`src/rtl/dfp_arb_pkg.sv`:
```
`default_nettype none
//==============================================================================
// Module      : dfp_arb_pkg
// Description : Shared types and default widths for the I/D-cache line-port
//               arbiter (dfp_arbiter, dfp_arb_pick).
// Revision    : 1.0 - initial release
//==============================================================================
package dfp_arb_pkg;

    localparam int C_ADDR_W_DFLT = 32;
    localparam int C_LINE_W_DFLT = 256;

    typedef enum logic [1:0] {
        IDLE    = 2'd0,
        GRANT_I = 2'd1,
        GRANT_D = 2'd2
    } arb_state_t;

    typedef enum logic [0:0] {
        GNT_I = 1'b0,
        GNT_D = 1'b1
    } gnt_t;

endpackage : dfp_arb_pkg
`default_nettype wire

```
`src/rtl/dfp_arb_pick.sv`:
```
`default_nettype none
//==============================================================================
// Module      : dfp_arb_pick
// Description : Combinational winner select between I and D requesters.
//               DFP_ARB_RR_EN defined   -> round-robin against last grant.
//               DFP_ARB_RR_EN undefined -> fixed priority per PRIO_D.
// Revision    : 1.0 - initial release
//==============================================================================
module dfp_arb_pick
    import dfp_arb_pkg::*;
#(
    parameter int PRIO_D = 1
) (
    input  logic i_req_i,
    input  logic i_req_d,
    input  gnt_t i_last_grant,
    output gnt_t o_winner
);

`ifdef DFP_ARB_RR_EN
    localparam int c_unused_prio = PRIO_D;

    always_comb begin
        o_winner = GNT_I;
        if (i_req_i && i_req_d) begin
            // Whoever was served last yields, so neither side can starve.
            if (i_last_grant == GNT_I) begin
                o_winner = GNT_D;
            end else begin
                o_winner = GNT_I;
            end
        end else if (i_req_d) begin
            o_winner = GNT_D;
        end
    end
`else
    logic w_unused_last;
    assign w_unused_last = i_last_grant;

    always_comb begin
        o_winner = GNT_I;
        if (i_req_i && i_req_d) begin
            if (PRIO_D != 0) begin
                o_winner = GNT_D;
            end else begin
                o_winner = GNT_I;
            end
        end else if (i_req_d) begin
            o_winner = GNT_D;
        end
    end
`endif

endmodule : dfp_arb_pick
`default_nettype wire

```
`src/rtl/dfp_arbiter.sv`:
```
`default_nettype none
//==============================================================================
// Module      : dfp_arbiter
// Description : Shares one line-granular memory port between the I-cache and
//               D-cache dfp ports; whole-line transactions, resp routed back
//               to the granted cache only. Option macro: DFP_ARB_RR_EN.
// Revision    : 1.0 - initial release
//==============================================================================
module dfp_arbiter
    import dfp_arb_pkg::*;
#(
    parameter int ADDR_W = C_ADDR_W_DFLT,
    parameter int LINE_W = C_LINE_W_DFLT,
    parameter int PRIO_D = 1
) (
    input  logic              clk,
    input  logic              rst_n,

    input  logic [ADDR_W-1:0] i_dfp_addr,
    input  logic              i_dfp_read,
    input  logic              i_dfp_write,
    input  logic [LINE_W-1:0] i_dfp_wdata,
    output logic [LINE_W-1:0] i_dfp_rdata,
    output logic              i_dfp_resp,

    input  logic [ADDR_W-1:0] d_dfp_addr,
    input  logic              d_dfp_read,
    input  logic              d_dfp_write,
    input  logic [LINE_W-1:0] d_dfp_wdata,
    output logic [LINE_W-1:0] d_dfp_rdata,
    output logic              d_dfp_resp,

    output logic [ADDR_W-1:0] mem_addr,
    output logic              mem_read,
    output logic              mem_write,
    output logic [LINE_W-1:0] mem_wdata,
    input  logic [LINE_W-1:0] mem_rdata,
    input  logic              mem_resp
);

    arb_state_t r_state;
    arb_state_t w_state_nxt;
    gnt_t       r_last_grant;
    gnt_t       w_winner;
    logic       w_req_i;
    logic       w_req_d;

    assign w_req_i = i_dfp_read | i_dfp_write;
    assign w_req_d = d_dfp_read | d_dfp_write;

    dfp_arb_pick #(
        .PRIO_D       (PRIO_D)
    ) u_pick (
        .i_req_i      (w_req_i),
        .i_req_d      (w_req_d),
        .i_last_grant (r_last_grant),
        .o_winner     (w_winner)
    );

    always_ff @(posedge clk or negedge rst_n) begin
        if (!rst_n) begin
            r_state      <= IDLE;
            r_last_grant <= GNT_I;
        end else begin
            r_state <= w_state_nxt;
            if (mem_resp) begin
                if (r_state == GRANT_I) begin
                    r_last_grant <= GNT_I;
                end else if (r_state == GRANT_D) begin
                    r_last_grant <= GNT_D;
                end
            end
        end
    end

    // Request outputs depend only on state and live cache inputs, never on
    // mem_resp; returning to IDLE after resp forces one low request cycle.
    always_comb begin
        w_state_nxt = r_state;
        mem_addr    = '0;
        mem_read    = 1'b0;
        mem_write   = 1'b0;
        mem_wdata   = '0;
        i_dfp_rdata = '0;
        i_dfp_resp  = 1'b0;
        d_dfp_rdata = '0;
        d_dfp_resp  = 1'b0;
        case (r_state)
            IDLE: begin
                if (w_req_i || w_req_d) begin
                    if (w_winner == GNT_D) begin
                        w_state_nxt = GRANT_D;
                    end else begin
                        w_state_nxt = GRANT_I;
                    end
                end
            end
            GRANT_I: begin
                mem_addr    = i_dfp_addr;
                mem_write   = i_dfp_write;
                mem_read    = i_dfp_read & ~i_dfp_write;
                mem_wdata   = i_dfp_wdata;
                i_dfp_rdata = mem_rdata;
                i_dfp_resp  = mem_resp;
                if (mem_resp) begin
                    w_state_nxt = IDLE;
                end
            end
            GRANT_D: begin
                mem_addr    = d_dfp_addr;
                mem_write   = d_dfp_write;
                mem_read    = d_dfp_read & ~d_dfp_write;
                mem_wdata   = d_dfp_wdata;
                d_dfp_rdata = mem_rdata;
                d_dfp_resp  = mem_resp;
                if (mem_resp) begin
                    w_state_nxt = IDLE;
                end
            end
            default: begin
                w_state_nxt = IDLE;
            end
        endcase
    end

`ifndef SYNTHESIS
    a_i_rw_excl: assert property (@(posedge clk) disable iff (!rst_n)
        !(i_dfp_read && i_dfp_write));
    a_d_rw_excl: assert property (@(posedge clk) disable iff (!rst_n)
        !(d_dfp_read && d_dfp_write));
    a_i_hold: assert property (@(posedge clk) disable iff (!rst_n)
        (r_state == GRANT_I) |-> w_req_i);
    a_d_hold: assert property (@(posedge clk) disable iff (!rst_n)
        (r_state == GRANT_D) |-> w_req_d);
    a_idle_resp: assert property (@(posedge clk) disable iff (!rst_n)
        (r_state == IDLE) |-> !mem_resp);
`endif

endmodule : dfp_arbiter
`default_nettype wire

```
`config.mk`:
```
export PLATFORM = sky130hd
export DESIGN_NAME = dfp_arbiter
export DESIGN_NICKNAME = d
export VERILOG_FILES = /design/src/rtl/dfp_arb_pkg.sv /design/src/rtl/dfp_arb_pick.sv /design/src/rtl/dfp_arbiter.sv
export SDC_FILE = /design/constraint.sdc
export NUM_CORES = 1
export LEC_CHECK = 0
export BUFFER_PORTS_ARGS = -buffer_cell sky130_fd_sc_hd__buf_2
export CAP_MARGIN = 20
export CORE_AREA = 4 4 636 638
export CTS_BUF_LIST = sky130_fd_sc_hd__clkbuf_4 sky130_fd_sc_hd__clkbuf_8
export CTS_CLUSTER_SIZE = 30
export DETAILED_ROUTE_END_ITERATION = 7
export DIE_AREA = 0 0 640 642
export GPL_TIMING_DRIVEN = 0
export MAX_ROUTING_LAYER = met4
export PLACE_DENSITY = 0.3
export SETUP_SLACK_MARGIN = 0.1
export SYNTH_ARGS = -nofsm -noshare
export SYNTH_HDL_FRONTEND = slang
export SYNTH_SLANG_ARGS = --single-unit
```
`constraint.sdc`:
```
create_clock -name clk -period 3.96 [get_ports clk]
set_input_delay 0.396 -clock clk [delete_from_list [all_inputs] [get_ports clk]]
set_output_delay 0.396 -clock clk [all_outputs]
set_load 0.05 [all_outputs]
```
==> Implementation_results.wiki, run 1 <==
{| class="wikitable"
! Metric !! Value
|-
| Run status || finished clean
|-
| CTS clock-pin slew for the worst setup and hold paths || 30 ps
|-
| Avg Vias per Cell || 2.34
|-
| Largest cells by area after synthesis || and2_1 39%, a22oi_1 26%, nor2b_1 22%
|-
| First-pass DRT Iterations || 7
|-
| Largest register FFs || 2
|-
| Die boundary width || 640 um
|-
| Final period util || 87.2%
|-
| Estimated wirelength of the detail-placed design || 361 mm
|-
| Number of buffers inserted during clock tree synthesis || 3
|-
| Worst setup path category || reg -> out
|-
| Deepest level of the CTS H-tree || 1
|-
| Largest area contributor in the synthesized netlist || and2_1
|-
| Type of destination of the critical path || output port
|-
| Number of global-route vias before repair || 17700
|-
| Number of synthesis warnings || 0
|-
| First-pass GRT wire length || 412 mm
|-
| Pin count of the biggest net entering global routing || 11
|-
| Clock tree root buffer cell || clkbuf_8
|-
| Fraction of power spent switching nets || 80.1%
|-
| Combinational share of power || 99.5%
|-
| Global route overflow || 0
|-
| Final Worst Setup Slack || 508 ps
|-
| Fill cell count || 47700
|-
| Number of antenna violations at the first check in global routing || 529
|-
| Post-placement cell area || 23100 um^2
|-
| Total Nets Final || 3758
|-
| Fraction of the mapped netlist area in simple logic gates || 61.2%
|-
| Startpoint types || flip-flop
|-
| Internal power || 4.29 mW
|-
| Syn_nets || 2108
|-
| Sequential-to-total area share from yosys stat || 0.606%
|-
| Final hold violation count || 0
|-
| Detailed Route WL || 374 mm
|-
| Final routed wire length divided by cell count || 44.1 um
|-
| Power per Cell Area || 902 nW/um^2
|-
| Count of port buffers added during placement || 1642
|-
| TritonCTS clock tree || yes
|-
| Overall track demand over capacity in global routing || 17.9%
|-
| Fraction of synthesized area in multiplexers || 0%
|-
| RSZ-0062 raised after global routing || false
|-
| Starting Density || 2.07%
|-
| Max VDD drop || 329 uV
|-
| Clock power frac || 0.4%
|-
| Final Instance Count excl. Fillers || 8471
|-
| # DRC || 0
|-
| Final setup TNS || 0 ps
|-
| Worst Max-Slew Pin Slew || 1220 ps
|-
| Clock tree buffer depth || 2
|-
| Combined area of all synthesized cells || 8270 um^2
|-
| Dominant combinational cell family by area after synthesis || simple AND/OR/NAND/NOR gates
|-
| Top cell type's share of synthesized area || 39.0%
|-
| Worst clock skew || 0.803 ps
|-
| Core utilization of the finished layout || 5.99%
|-
| Psw || 17.3 mW
|-
| Upper clock frequency limit || 290 MHz
|-
| Placement Setup Slack || 225 ps
|-
| Number of synthesized register bits || 2
|-
| Synth-to-layout area growth || 189%
|-
| Source-to-sink clock delay at the later pin of the worst-skew pair || 210 ps
|-
| Max Slew Vio Count || 0
|-
| Number of buffers inserted to repair setup after CTS || 0
|-
| Leading registers by flop count || r_state (2)
|-
| Cell count after synthesis || 1266
|-
| Arithmetic-cell share of the synthesized area counting full adders, half adders and majority gates || 0.454%
|-
| Fraction of final layout cells sized beyond drive strength 1 || 60.1%
|-
| Final setup violating endpoints || 0
|-
| Worst relative slew slack || 18.6%
|-
| Number of placed instances, taps included || 8175
|-
| DRC marker count from the first detailed-route iteration || 1465
|-
| Count of pins on the block boundary || 1643
|-
| Setup slack on the worst flop-to-flop path || 2150 ps
|-
| Leakage power of the design || 10.7 nW
|-
| Req. time, crit path || 3560 ps
|-
| Vias after detailed routing || 19800
|-
| Mean area per synthesized cell || 6.53 um^2
|-
| Sink Count || 2
|-
| Rows || 232
|-
| Worst-path maximum fanout || 10
|-
| Period minus WS final || 3450 ps
|-
| Number of antenna-violating nets in the routed design || 0
|-
| Most flop-heavy register || r_state
|-
| Share of power burned in registers || 0.2%
|-
| Count of cell types in the netlist || 18
|-
| Data arrival at the endpoint of the critical path || 3060 ps
|-
| Cell area after layout || 23900 um^2
|-
| Placeable core region || 399000 um^2
|-
| Placer congestion estimate || 1.03
|-
| Class of the tightest hold or removal check || in -> reg
|-
| Synth Area in XOR/XNOR || 0%
|-
| Fraction of the mapped netlist area in compound gates || 26.6%
|-
| Number of max-cap violations || 0
|-
| Die ar. || 411000 um^2
|-
| Height of the chip || 642 um
|}
[worst paths after layout]
kind,from,endpoint,cells after the start
max,r_state[0],mem_addr[10],8
min reg2reg,r_state[1],r_state[1],2
max reg2reg,r_state[0],r_state[0],6
min,d_dfp_read,r_state[0],4
max in group asynchronous,rst_n,r_state[0],2
min in group asynchronous,rst_n,r_state[1],2
[per-layer routing]
metal	vias up	track usage, %	part of all wire [%]
met3	617	12.9	17
met2	2194	28.5	45
li1	7918	-	-
met1	9119	18.1	35
met5	-	-	0
met4	0	2.50	2.5
[cell families (layout without fill, tap and decap cells)]
family	Yosys count	count (layout)
AND/OR/NAND/NOR	810	810
AO/OA/AOI/OAI	295	295
buffers and inverters	156	1804
adder cells (fa/ha/maj)	3	3
flip-flops	2	2
other	0	292
[worst max-delay path, stage by stage, from the launching register on]
cell and delay [ps]:
dfrtp_1 380, inv_1 100, ha_1 160, buf_4 280
buf_4 420, buf_2 440, a22oi_1 380, nor2b_1 250
buf_4 290
[Yosys cell counts]
cell	instances
and2_1	515
nor2b_1	290
a21oi_1	2
nor2_1	2
buf_4	16
buf_6	26
and2b_1	1
clkbuf_1	53
nand2_1	1
o21ai_0	2
nand2_2	1
buf_2	36
clkbuf_2	23
a22oi_1	289
ha_1	3
dfrtp_1	2
o22ai_1	2
inv_1	2
[layout by cell type, fill, tap and decap left out]
cell and n:
ha_1 3, buf_4 18, a21oi_1 2, diode_2 292, nor2b_1 290, buf_8 2
a22oi_1 289, dfrtp_1 2, buf_2 1676, buf_6 26, clkbuf_1 52, clkbuf_2 24
inv_1 2, nor2_1 2, dlygate4sd3_1 1, nand2_2 1, clkbuf_8 3, and2b_1 1
and2_1 515, o22ai_1 2, o21ai_0 2, nand2_1 1
[final cells by class]
type	instances	area, um^2	area share (%)
inverter	2	7.51	0.0314
timing repair buffer	1645	8260	34.6
tap	5265	6590	27.6
multi-input combinational	1108	7300	30.6
antenna	292	731	3.06
sequential	2	50.0	0.210
buffer	154	911	3.81
clock buffer	3	41.3	0.173
[what timing repair did]
| action | 4_1_cts | 5_1_grt |
|---|---|---|
| endpoints found under the hold margin | 2 | 0 |
| hold buffers | 1 | 0 |
| gates resized for setup | 2 | 0 |
| endpoints found under the setup margin | 3 | 0 |
[power by group through the flow]
| stage | combinational (mW) | clock [mW] | sequential, mW |
|---|---|---|---|
| 3_3_place_gp | 22.0 | 0 | 0.0352 |
| 6_report | 21.4 | 0.0826 | 0.0348 |
| 5_1_grt | 22.5 | 0.0837 | 0.0354 |
| 4_1_cts | 22.0 | 0.0835 | 0.0348 |
| 2_1_floorplan | 12.2 | 0 | 0.0331 |
| 3_5_place_dp | 22.0 | 0 | 0.0349 |
[through the flow]
step	power, mW	hold slack, ps
2_1_floorplan	12.2	100
3_3_place_gp	22.0	193
3_5_place_dp	22.0	194
4_1_cts	22.1	556
5_1_grt	22.6	569
6_report	21.5	563
Note: power is estimated with default switching activity, not from simulation.
==> run 2, diff against run 1 <==
- PLACE_DENSITY: 0.3 -> not set
- PLACE_DENSITY_LB_ADDON: not set -> 0.3
==> Implementation_results.wiki, run 2 (synthesized netlist as in run 1, its figures left out) <==
{| class="wikitable"
! Metric !! Value
|-
| Req. time, crit path || 3560 ps (about the same)
|-
| Most frequent standard cell in the layout excluding fill and tap cells || buf_2 (unchanged)
|-
| Worst Max-Slew Pin Slew || 1240 ps (was 1220 ps)
|-
| Number of antenna-violating nets in the routed design || 0 (unchanged)
|-
| Post-placement cell area || 23100 um^2 (about the same)
|-
| Max VDD drop || 341 uV (was 329 uV)
|-
| First-pass GRT wire length || 424 mm (was 412 mm)
|-
| Die boundary width || 640 um (unchanged)
|-
| Leakage power of the design || 10.7 nW (about the same)
|-
| DRC marker count from the first detailed-route iteration || 1804 (was 1465)
|-
| Fraction of power spent switching nets || 80.2% (was 80.1%)
|-
| Combinational share of power || 99.5% (about the same)
|-
| GR Util met1 || 18.0% (was 18.1%)
|-
| Final setup violating endpoints || 0 (unchanged)
|-
| Total Nets Final || 3759 (was 3758)
|-
| Final Instance Count excl. Fillers || 8438 (was 8471)
|-
| Grt peak-use layer || met2 (unchanged)
|-
| Leading registers by flop count || r_state (2) (unchanged)
|-
| Final worst hold slack || 569 ps (was 563 ps)
|-
| Data arrival at the endpoint of the critical path || 3150 ps (was 3060 ps)
|-
| Clock tree root buffer cell || clkbuf_8 (unchanged)
|-
| Placer congestion estimate || 1.10 (was 1.03)
|-
| RSZ-0062 raised after global routing || false (unchanged)
|-
| Overall track demand over capacity in global routing || 18.5% (was 17.9%)
|-
| Largest register FFs || 2 (unchanged)
|-
| Number of placed instances, taps included || 8176 (was 8175)
|-
| Power per Cell Area || 914 nW/um^2 (was 902 nW/um^2)
|-
| Upper clock frequency limit || 282 MHz (was 290 MHz)
|-
| Detailed Route WL || 386 mm (was 374 mm)
|-
| Grt met2 use || 30.3% (was 28.5%)
|-
| Number of max-cap violations || 0 (unchanged)
|-
| Count of pins on the block boundary || 1643 (unchanged)
|-
| Fill cell count || 47600 (was 47700)
|-
| Final setup TNS || 0 ps (unchanged)
|-
| Hold-critical path depth || 3 (was 4)
|-
| First-pass DRT Iterations || 6 (was 7)
|-
| Final period util || 89.6% (was 87.2%)
|-
| Final routed wire length divided by cell count || 45.8 um (was 44.1 um)
|-
| Global route overflow || 0 (unchanged)
|-
| Type of destination of the critical path || output port (unchanged)
|-
| Number of global-route vias before repair || 17700 (about the same)
|-
| Worst relative slew slack || 17.6% (was 18.6%)
|-
| Sink Count || 2 (unchanged)
|-
| Clock tree buffer depth || 2 (unchanged)
|-
| Worst-path maximum fanout || 10 (unchanged)
|-
| Die ar. || 411000 um^2 (unchanged)
|-
| R2r worst-path depth || 6 (unchanged)
|-
| Worst clock skew || 0.717 ps (was 0.803 ps)
|-
| Clock power frac || 0.4% (about the same)
|-
| Height of the chip || 642 um (unchanged)
|-
| Cell area after layout || 23800 um^2 (was 23900 um^2)
|-
| Psw || 17.5 mW (was 17.3 mW)
|-
| CTS clock-pin slew for the worst setup and hold paths || 30 ps (about the same)
|-
| Setup slack on the worst flop-to-flop path || 2030 ps (was 2150 ps)
|-
| Deepest level of the CTS H-tree || 1 (unchanged)
|-
| # DRC || 0 (unchanged)
|-
| Start of the worst register-to-register path || r_state[0] (unchanged)
|-
| Source-to-sink clock delay at the later pin of the worst-skew pair || 210 ps (about the same)
|-
| Starting Density || 2.07% (unchanged)
|-
| Worst-case hold path end point || r_state[1] (was r_state[0])
|-
| Fraction of final layout cells sized beyond drive strength 1 || 60.1% (about the same)
|-
| Crit Reg-Reg Endpoint || r_state[0] (unchanged)
|-
| Pin count of the biggest net entering global routing || 11 (unchanged)
|-
| Estimated wirelength of the detail-placed design || 373 mm (was 361 mm)
|-
| Class of the tightest hold or removal check || in -> reg (unchanged)
|-
| Global Route met3 Usage || 13.6% (was 12.9%)
|-
| Number of buffers inserted to repair setup after CTS || 0 (unchanged)
|-
| Number of antenna violations at the first check in global routing || 563 (was 529)
|-
| Avg Vias per Cell || 2.37 (was 2.34)
|-
| Final hold violation count || 0 (unchanged)
|-
| Vias after detailed routing || 20000 (was 19800)
|-
| Rows || 232 (unchanged)
|-
| Internal power || 4.31 mW (was 4.29 mW)
|-
| Max Slew Vio Count || 0 (unchanged)
|-
| Worst setup path category || reg -> out (unchanged)
|-
| Period minus WS final || 3550 ps (was 3450 ps)
|-
| Share of power burned in registers || 0.2% (about the same)
|-
| Startpoint types || flip-flop (unchanged)
|-
| Synth-to-layout area growth || 188% (was 189%)
|-
| Placeable core region || 399000 um^2 (unchanged)
|-
| Most frequent cells in the layout || 1677 x buf_2, 515 x and2_1, 290 x nor2b_1, 289 x a22oi_1, 52 x clkbuf_1 (was 1676 x buf_2, 515 x and2_1, 290 x nor2b_1, 289 x a22oi_1, 52 x clkbuf_1)
|-
| Hold path startpoint || d_dfp_read (unchanged)
|-
| Number of buffers inserted during clock tree synthesis || 3 (unchanged)
|-
| Most flop-heavy register || r_state (unchanged)
|-
| TritonCTS clock tree || yes (unchanged)
|-
| Run status || finished clean (unchanged)
|-
| Count of port buffers added during placement || 1642 (unchanged)
|}
-- run 2: cell type report --
| cell class | instances | area, um^2 | share of cell area [%] |
|---|---|---|---|
| Antenna cell | 258 | 646 | 2.71 |
| Buffer | 154 | 911 | 3.82 |
| Clock buffer | 3 | 41.3 | 0.173 |
| Inverter | 2 | 7.51 | 0.0315 |
| Multi-Input combinational cell | 1108 | 7300 | 30.6 |
| Sequential cell | 2 | 50.0 | 0.210 |
| Tap cell | 5265 | 6590 | 27.6 |
| Timing Repair Buffer | 1646 | 8290 | 34.8 |
-- run 2: metal layers --
metal / vias up / wire length, um
met1: 9085 / 134000
met2: 2328 / 178000
li1: 7888 / -
met4: 0 / 8710
met5: - / 0
met3: 698 / 65500
-- run 2: critical path, stage by stage, from the launching register on --
cell	delay, ps
dfrtp_1	350
inv_1	80
ha_1	470
buf_2	570
clkbuf_1	740
nor2b_1	220
buf_2	470
-- run 2: what timing repair did --
action	CTS	global route
hold buffers	1	0
setup endpoints to repair	6	0
resized for setup	2	0
hold endpoints to repair	2	0
-- run 2: power by group through the flow --
stage | registers (mW) | logic [mW] | clock network (mW)
2_1_floorplan | 0.0331 | 12.2 | 0
3_3_place_gp | 0.0344 | 22.0 | 0
3_5_place_dp | 0.0348 | 22.1 | 0
4_1_cts | 0.0346 | 22.1 | 0.0825
5_1_grt | 0.0357 | 22.6 | 0.0875
6_report | 0.0349 | 21.7 | 0.0788
-- run 2: per-stage QoR --
| step | setup WS (ps) | util (%) | power, mW |
|---|---|---|---|
| CTS | 317 | 5.82 | 22.2 |
| global route | 303 | 5.96 | 22.7 |
| floorplan | 1770 | - | 12.2 |
| detailed placement | 268 | 5.80 | 22.1 |
| finish | 412 | 5.98 | 21.8 |
| global placement | 274 | 5.79 | 22.1 |
-- run 2: worst max-delay path by stage --
stage          startpoint              to  slack [ps]  depth (start not counted)
2_1_floorplan  r_state[1]     mem_addr[0]        1770                          7
3_3_place_gp   r_state[0]    mem_addr[14]         270                          6
6_report       r_state[0]  mem_wdata[118]         410                          6
5_1_grt        r_state[0]  mem_wdata[118]         300                          6
3_5_place_dp   r_state[0]    mem_addr[14]         270                          6
4_1_cts        r_state[0]     mem_addr[8]         320                          8
